[config.mk]
export PLATFORM = sky130hd
export DESIGN_NAME = alu_writeback
export DESIGN_NICKNAME = d
export VERILOG_FILES = /design/src/rtl/alu_writeback.sv
export SDC_FILE = /design/constraint.sdc
export NUM_CORES = 1
export LEC_CHECK = 0
export BUFFER_PORTS_ARGS = -buffer_cell sky130_fd_sc_hd__clkbuf_2
export CAP_MARGIN = 40
export CORE_MARGIN = 10
export CORE_UTILIZATION = 47
export DETAILED_ROUTE_END_ITERATION = 7
export PLACE_DENSITY = 0.75
export SLEW_MARGIN = 30
export SYNTH_ARGS = -nofsm -noshare
export SYNTH_HDL_FRONTEND = slang
export SYNTH_SLANG_ARGS = --single-unit
[constraint.sdc]
create_clock -name clk -period 1.9 [get_ports clk]
set_input_delay 0.19 -clock clk [delete_from_list [all_inputs] [get_ports clk]]
set_output_delay 0.19 -clock clk [all_outputs]
set_load 0.01 [all_outputs]
[src/rtl/alu_writeback.sv]
// ALU result writeback buffer: a small circular FIFO between the ALU and the
// register-file write port, with compare flags, hazard lookup and occupancy.
module alu_writeback #(
  parameter int          DEPTH  = 2,       // 2 or 4 only (pointers wrap by width)
  parameter int          AW     = 3,
  parameter logic [2:0]  OP_SUB = 3'b001   // mcSUB encoding
) (
  input  logic          clk,
  input  logic          rst_n,
  input  logic          in_valid,
  output logic          in_ready,
  input  logic [7:0]    in_data,
  input  logic [2:0]    in_op,
  input  logic [AW-1:0] in_dest,
  input  logic          in_wr_en,
  input  logic          rf_ready,
  output logic          rf_wr_en,
  output logic [AW-1:0] rf_addr,
  output logic [7:0]    rf_data,
  output logic          flag_eq,
  output logic          flag_lt,
  input  logic [AW-1:0] haz_addr,
  output logic          hazard,
  output logic [2:0]    count
);

  localparam int PW = (DEPTH > 2) ? 2 : 1;

  logic [7:0]    data_mem [DEPTH];
  logic [2:0]    op_mem   [DEPTH];
  logic [AW-1:0] dest_mem [DEPTH];
  logic          wren_mem [DEPTH];

  logic [PW-1:0] head_reg, tail_reg;
  logic [2:0]    count_reg;
  logic          flag_eq_reg, flag_lt_reg;

  logic          not_empty;
  logic          push, pop;
  logic [DEPTH-1:0] entry_hit;

  assign not_empty = (count_reg != 3'd0);
  assign in_ready  = rst_n && (count_reg < 3'(DEPTH));
  assign push      = in_valid && in_ready;
  // A flags-only head never waits on the register-file port.
  assign pop       = not_empty && (!wren_mem[head_reg] || rf_ready);

  assign rf_wr_en = not_empty && wren_mem[head_reg] && rf_ready;
  assign rf_addr  = not_empty ? dest_mem[head_reg] : '0;
  assign rf_data  = not_empty ? data_mem[head_reg] : 8'd0;
  assign flag_eq  = flag_eq_reg;
  assign flag_lt  = flag_lt_reg;
  assign count    = count_reg;

  always_ff @(posedge clk) begin
    if (push) begin
      data_mem[tail_reg] <= in_data;
      op_mem[tail_reg]   <= in_op;
      dest_mem[tail_reg] <= in_dest;
      wren_mem[tail_reg] <= in_wr_en;
    end
  end

  always_ff @(posedge clk or negedge rst_n) begin
    if (!rst_n) begin
      head_reg    <= '0;
      tail_reg    <= '0;
      count_reg   <= 3'd0;
      flag_eq_reg <= 1'b0;
      flag_lt_reg <= 1'b0;
    end else begin
      if (push)
        tail_reg <= tail_reg + PW'(1);
      if (pop) begin
        head_reg <= head_reg + PW'(1);
        if (op_mem[head_reg] == OP_SUB) begin
          flag_eq_reg <= (data_mem[head_reg] == 8'd0);
          flag_lt_reg <= data_mem[head_reg][7];
        end
      end
      if (push && !pop)
        count_reg <= count_reg + 3'd1;
      else if (pop && !push)
        count_reg <= count_reg - 3'd1;
    end
  end

  // An entry is occupied when its distance from head is below the count.
  generate
    for (genvar gi = 0; gi < DEPTH; gi++) begin : g_haz
      logic [PW-1:0] offset;
      assign offset        = PW'(gi) - head_reg;
      assign entry_hit[gi] = (3'(offset) < count_reg) && wren_mem[gi]
                             && (dest_mem[gi] == haz_addr);
    end
  endgenerate

  assign hazard = (|entry_hit) || (in_valid && in_wr_en && (in_dest == haz_addr));

endmodule

### Word level (Yosys, flattened, before mapping)

Memories as Yosys holds them, arrays and structs flattened.
Index checks and enable logic that the tools add are counted.

| storage, ports and cells | value |
|---|---|
| register bits | 7 |
| bits in writable memories | 30 |
| memories kept | 4 |
| output and inout port bits | 19 |
| logic and storage cells | 51 |
| bits of input ports | 22 |

| operators by class | value |
|---|---|
| muxes and demuxes | 6 |
| eq/ne operators | 4 |
| reductions and logical operators | 23 |
| $lt $le $gt $ge | 3 |
| $add $sub $neg | 6 |

Memories:

| name | words | bits a word | rd ports | clocked after memory_dff | wr ports | line | text |
|---|---|---|---|---|---|---|---|
| data_mem | 2 | 8 | 1 | 0 | 1 | 29 | `logic [7:0] data_mem [DEPTH];` |
| dest_mem | 2 | 3 | 3 | 0 | 1 | 31 | `logic [AW-1:0] dest_mem [DEPTH];` |
| op_mem | 2 | 3 | 1 | 0 | 1 | 30 | `logic [2:0] op_mem [DEPTH];` |
| wren_mem | 2 | 1 | 3 | 0 | 1 | 32 | `logic wren_mem [DEPTH];` |

Operator list:

| kind | number |
|---|---|
| $logic_and A1 B1 Y1 | 13 |
| $eq A3 B3 Y1 | 3 |
| $mux W3 | 3 |
| $logic_not A8 Y1 | 1 |
| $mux W8 | 1 |
| $lt A1 B3 Y1 | 2 |
| $add A3 B1 Y3 const B | 1 |
| $eq A3 B1 Y1 const B | 1 |
| $logic_not A1 Y1 | 3 |
| $lt A3 B2 Y1 const B | 1 |
| $reduce_bool A3 Y1 | 1 |
| $sub A3 B1 Y3 const B | 1 |
| $add A1 B1 Y1 const B | 2 |
| $logic_or A1 B1 Y1 | 2 |
| $mux W1 | 2 |
| $reduce_and A2 Y1 | 1 |
| $reduce_bool A2 Y1 | 1 |
| $reduce_or A2 Y1 | 1 |
| $sub A1 B1 Y1 const A | 2 |

### Longest topological paths before layout

| depth | value |
|---|---|
| depth in word-level cells | 7 |
| depth in mapped cells | 8 |
| mapped depth without buffers | 8 |

### Least setup slack after synthesis

No wires, ideal clock.

| timing path | value |
|---|---|
| path kind | register -> register |
| start point | register count_reg[0] (netlist: count[0]) |
| end point | register count_reg[2] (netlist: count[2]) |
| setup slack | -0.223 ns |
| library setup time | 0.079 ns |
| path buffers | 0 |
| required time | 1.821 ns |
| stages on the path, launching flop included | 9 |
| data arrival time | 2.044 ns |
| clock period less this slack | 2.123 ns |
| cell sequence | dfrtp_1 nor3_1 o21bai_1 ha_1 inv_1 fa_1 xor2_1 nor2_1 xor2_1 |

| on the way | value |
|---|---|
| cells in the longest elaborated chain, start to end | 6 |
| elaborated cells on any way between the ends | 14 |
| classes of those cells | add/sub (2); order compare (1); mux (2); reduce/logical (9) |

Ends and longest elaborated chain:

| item | line | text |
|---|---|---|
| start: declaration | 35 | `logic [2:0] count_reg;` |
| start signal: assignment | 82 | `count_reg <= count_reg + 3'd1;` |
| start signal: assignment | 84 | `count_reg <= count_reg - 3'd1;` |
| $lt A3 B2 Y1 | 43 | `assign in_ready = rst_n && (count_reg < 3'(DEPTH));` |
| $logic_and A1 B1 Y1 | 43 |  |
| $logic_and A1 B1 Y1 | 44 | `assign push = in_valid && in_ready;` |
| $logic_not A1 Y1 | 83 | `else if (pop && !push)` |
| $logic_and A1 B1 Y1 | 83 |  |
| $reduce_bool A2 Y1 (no source line) | n/a |  |

Parallel ways exist; a longest one is shown, timed or not. The select of a mux whose other input is x is not followed.
A chain may end at the register's enable or synchronous reset.

### Worst setup path in the final report

| timing path | value |
|---|---|
| start point | register head_reg |
| end point | register count_reg[1] (netlist: count[1]) |

| on the way | value |
|---|---|
| cells in the longest elaborated chain, start to end | 7 |
| elaborated cells on any way between the ends | 9 |
| classes of those cells | mux (1); reduce/logical (7); memory (1) |

Ends and longest elaborated chain:

| item | line | text |
|---|---|---|
| start: declaration | 34 | `logic [PW-1:0] head_reg, tail_reg;` |
| start signal: assignment | 75 | `head_reg <= head_reg + PW'(1);` |
| $mem_v2 Z2 W1 (*) | n/a |  |
| $logic_not A1 Y1 (*) | 46 | `assign pop = not_empty && (!wren_mem[head_reg] \|\| rf_ready);` |
| $logic_or A1 B1 Y1 (*) | 46 |  |
| $logic_and A1 B1 Y1 (*) | 46 |  |
| $logic_not A1 Y1 | 81 | `if (push && !pop)` |
| $logic_and A1 B1 Y1 | 81 |  |
| $mux W3 / $reduce_bool A2 Y1 (equally long branches) | n/a |  |

Every way passes the cells marked *; elsewhere a longest branch is shown, timed or not.

==> flow_summary_export.csv <==
group,metric,value,unit
setup_path,timing.critical_path.to_type,"register",
power_and_ir_drop,lkg_pwr,0.885,nW
synthesis,synth.net_count,139,
setup_path,crit_fanout,2,
global_route,grt_pass1_vias,1226,
global_route,grt_antenna_before_repair,0,
finish,antenna_cells,0,
floorplan,area_enclosed_by_the_die_boundary,0.00622,mm²
synthesis,synth_top_family_by_area,"simple AND/OR/NAND/NOR gates",
floorplan,core_region_area,0.00334,mm²
synthesis,synth_seq_area_share,66.1,%
synthesis,synth_top_cells_by_area,"edfxtp_1 (55%), dfrtp_1 (11%), mux2i_1 (7.4%), xor2_1 (4.3%), nor2_1 (3.7%)",
setup_path,cp.required,2.13,ns
drt,drt-total-wl,3630,µm
floorplan,die_y,78.9,µm
setup_path,critical_path.reg2reg.endpoint,"count[1]",
clock_tree,numClockSinks,37,
setup_path,critical_path.max_stage_delay,0.44,ns
sta,worst_hold_slack_after_final_layout,0.0430,ns
finish,fillerInstances,258,
sta,max_slew_headroom,82.7,%
setup_path,reg2reg_depth,6,
min_path,holdCritStartpoint,"in_data[4]",
drt,detail_route.wl_per_cell,16.1,µm
finish,drive_gt1_share,43.9,%
setup_path,setup_slack_of_the_worst_register_to_register_path,0.004,ns
sta,final_hold_viol_count,0,
synthesis,postSynthRegisterBits,37,
sta,finClkSkew,0.0103,ns
finish,finish.net_count,203,
sta,setup_viol,0,
drt,detailroute.via_count,1133,
synthesis,post_synth_num_cell_types,36,
sta,timing_max_transition_violations_final,0,
finish,biggestRegsByFlops,"data_mem x16, dest_mem x6, op_mem x6",
run_status,run_status,"finished clean",
finish,top_register,"data_mem",
synthesis,syn-cell-area,0.00163,mm²
placed_design,place.gp.congestion,0.741,
setup_path,worstPathBufferInverterCount,1,
synthesis,syn_inst,115,
drt,ant_nets,0,
placed_design,place.detailed.hpwl,2720,µm
synthesis,yosysWarnings,0,
setup_path,worst_ep_arrival_time,2.12,ns
clock_tree,tritoncts_buffer_count,5,
finish,final-seq-area,0.00108,mm²
clock_tree,cts.path.max_buffers,2,
global_route,wire_length_of_the_first_global_routing_pass,5900,µm
setup_path,critical_path.slowest_cell,"dfrtp_1",
power_and_ir_drop,report.power.total,2.68,mW
global_route,globalRouteTotalUtil,12.0,%
synthesis,synth.area.mux_share,8.06,%
min_path,timing.hold.worst_endpoint,"data_mem[1][4]",
drt,routed_via_density,5.01,
sta,tightest_slew,0.254,ns
floorplan,rows,21,
min_path,hold_path_depth,1,
setup_path,rr_startpoint,"head_reg",
setup_path,crit_family,"adder cells",
synthesis,synth_compound_area_share,3.99,%
synthesis,synth_simple_gate_area_share,10.9,%
setup_path,timing.critical_path.cells,"mux2i_2, o21bai_4, ha_4, inv_2, fa_2, mux2_2",
sta,final.min_clock_period,1.90,ns
clock_tree,cts_tree,"yes",
drt,detail_route.iter0.violations,37,
finish,final_cell_mix,"clkbuf_2 (40), edfxtp_1 (30), buf_4 (18), nor2_1 (15), mux2i_1 (11)",
finish,area_delta_synth_final,31.3,%
synthesis,post-synth-top-area-cell,"edfxtp_1",
global_route,maximum_number_of_pins_on_one_net_before_global_route_repair,21,
floorplan,pin_count,41,
synthesis,synth-xor-area-share,7.53,%
floorplan,initial_utilization,48.8,%
synthesis,syn_area_per_cell,14.2,µm²
synthesis,synth.top_cell.area_share,55.3,%
finish,largest_reg_flops,16,
sta,unrepaired_setup_endpoints_after_global_routing,"yes",
sta,clock.fmax,527,MHz
flow_run,cap_viol_max_count,0,
drt,drc_viols,0,
setup_path,worst_setup_path_start_kind,"register",
global_route,grt.overflow.total,0,
min_path,min-delay-path-class,"in -> reg",
power_and_ir_drop,vdd_ir_drop_max,562,µV
clock_tree,cts-htree-levels,2,
drt,first_pass_iters,4,
synthesis,synthAdderAreaFrac,2.00,%
setup_path,crit_type,"reg -> reg",
clock_tree,cts.root.buffer_cell,"clkbuf_4",
floorplan,floorplan.die.width,78.9,µm
power_and_ir_drop,power.density_cell_area,1250,mW/mm²
sta,final.period_utilization,99.8,%
clock_tree,clk_pin_slew,0.10,ns
finish,final_common_cell,"clkbuf_2",
placed_design,port-buffer-count,40,
setup_path,number_of_cells_on_the_critical_path,6,
clock_tree,clkLatencyLatePin,0.33,ns
finish,multi_input_area,586,µm²
==> what timing repair did <==
action	CTS	global route
setup endpoints to repair	2	3
endpoints found under the hold margin	7	0
pin swaps	4	5
setup buffers	5	3
hold buffers	1	0
resized for setup	6	7
==> final cells by class <==
| cell class | count | share of cell area [%] |
|---|---|---|
| timing repair buffer | 60 | 17.1 |
| multi-input combinational | 74 | 27.4 |
| sequential | 37 | 50.4 |
| clock inverter | 1 | 0.175 |
| inverter | 1 | 0.175 |
| clock buffer | 7 | 2.11 |
| tap | 46 | 2.69 |
==> routing by layer <==
layer  up-vias  share of wire (%)  GRT usage [%]  wire (µm)
met5         -                  0              0          0
met4         0                1.8           3.41         65
met3         8                8.1           5.86        293
met2        41                 54           21.8       1940
met1       536                 37           11.8       1330
li1        548                  -              -          -
==> cell families (layout without fill, tap and decap cells) <==
group           Yosys count  after routing
buf+inv                   4             69
fa+ha+maj                 2              2
compound gates           10             10
xor+xnor                 14             14
simple gates             35             35
mux                      13             13
flops                    37             37
==> metrics by stage <==
stage	util (%)	std cells	setup TNS (ns)	setup WS (ns)	area, µm²
2_1_floorplan	-	115	-0.0278	-0.0278	1650
3_3_place_gp	59.0	209	0	0.0707	1970
3_5_place_dp	59.0	209	-0.0833	-0.0788	1970
4_1_cts	62.4	223	0	0.00288	2080
5_1_grt	64.1	226	-0.108	-0.0621	2140
6_report	64.1	226	0	0.00379	2140
==> worst max-delay path by stage <==
stage                  start  endpoint  slack, ns
global placement    count[1]  count[2]       0.07
detailed placement  count[1]  count[2]      -0.08
CTS                 count[2]  count[2]      0.003
global route        head_reg  count[2]      -0.06
finish              head_reg  count[1]      0.004
floorplan           count[2]  count[2]      -0.03
==> synth_stat cells <==
cell type   n
xnor2_1     6
o21bai_1    1
fa_1        1
nand3_1     2
nor3b_1     1
or4b_1      1
nor3_1      2
xor2_1      8
edfxtp_1   30
or2_2       1
a31oi_1     1
nor4_1      1
or4_1       1
and3_1      1
a22o_1      1
a211oi_1    1
nand4_1     2
mux2i_1    12
nand2_1     2
a21oi_1     1
nor4b_1     1
clkbuf_1    1
nand2b_1    1
inv_1       1
nor2b_1     1
o21ai_1     1
o21ai_2     1
o22ai_1     1
nor2_1     16
buf_2       1
and2_1      2
buf_6       1
dfrtp_1     7
ha_1        1
o21ai_0     2
mux2_2      1
==> report_power, final <==
part / leakage (nW) / internal (mW) / switching (mW)
clock: 0.0269 / 0.142 / 0.227
combinational: 0.505 / 0.605 / 0.601
sequential: 0.354 / 1.01 / 0.101
total: 0.885 / 1.75 / 0.930
No activity file was read; power rests on OpenSTA's default activity.
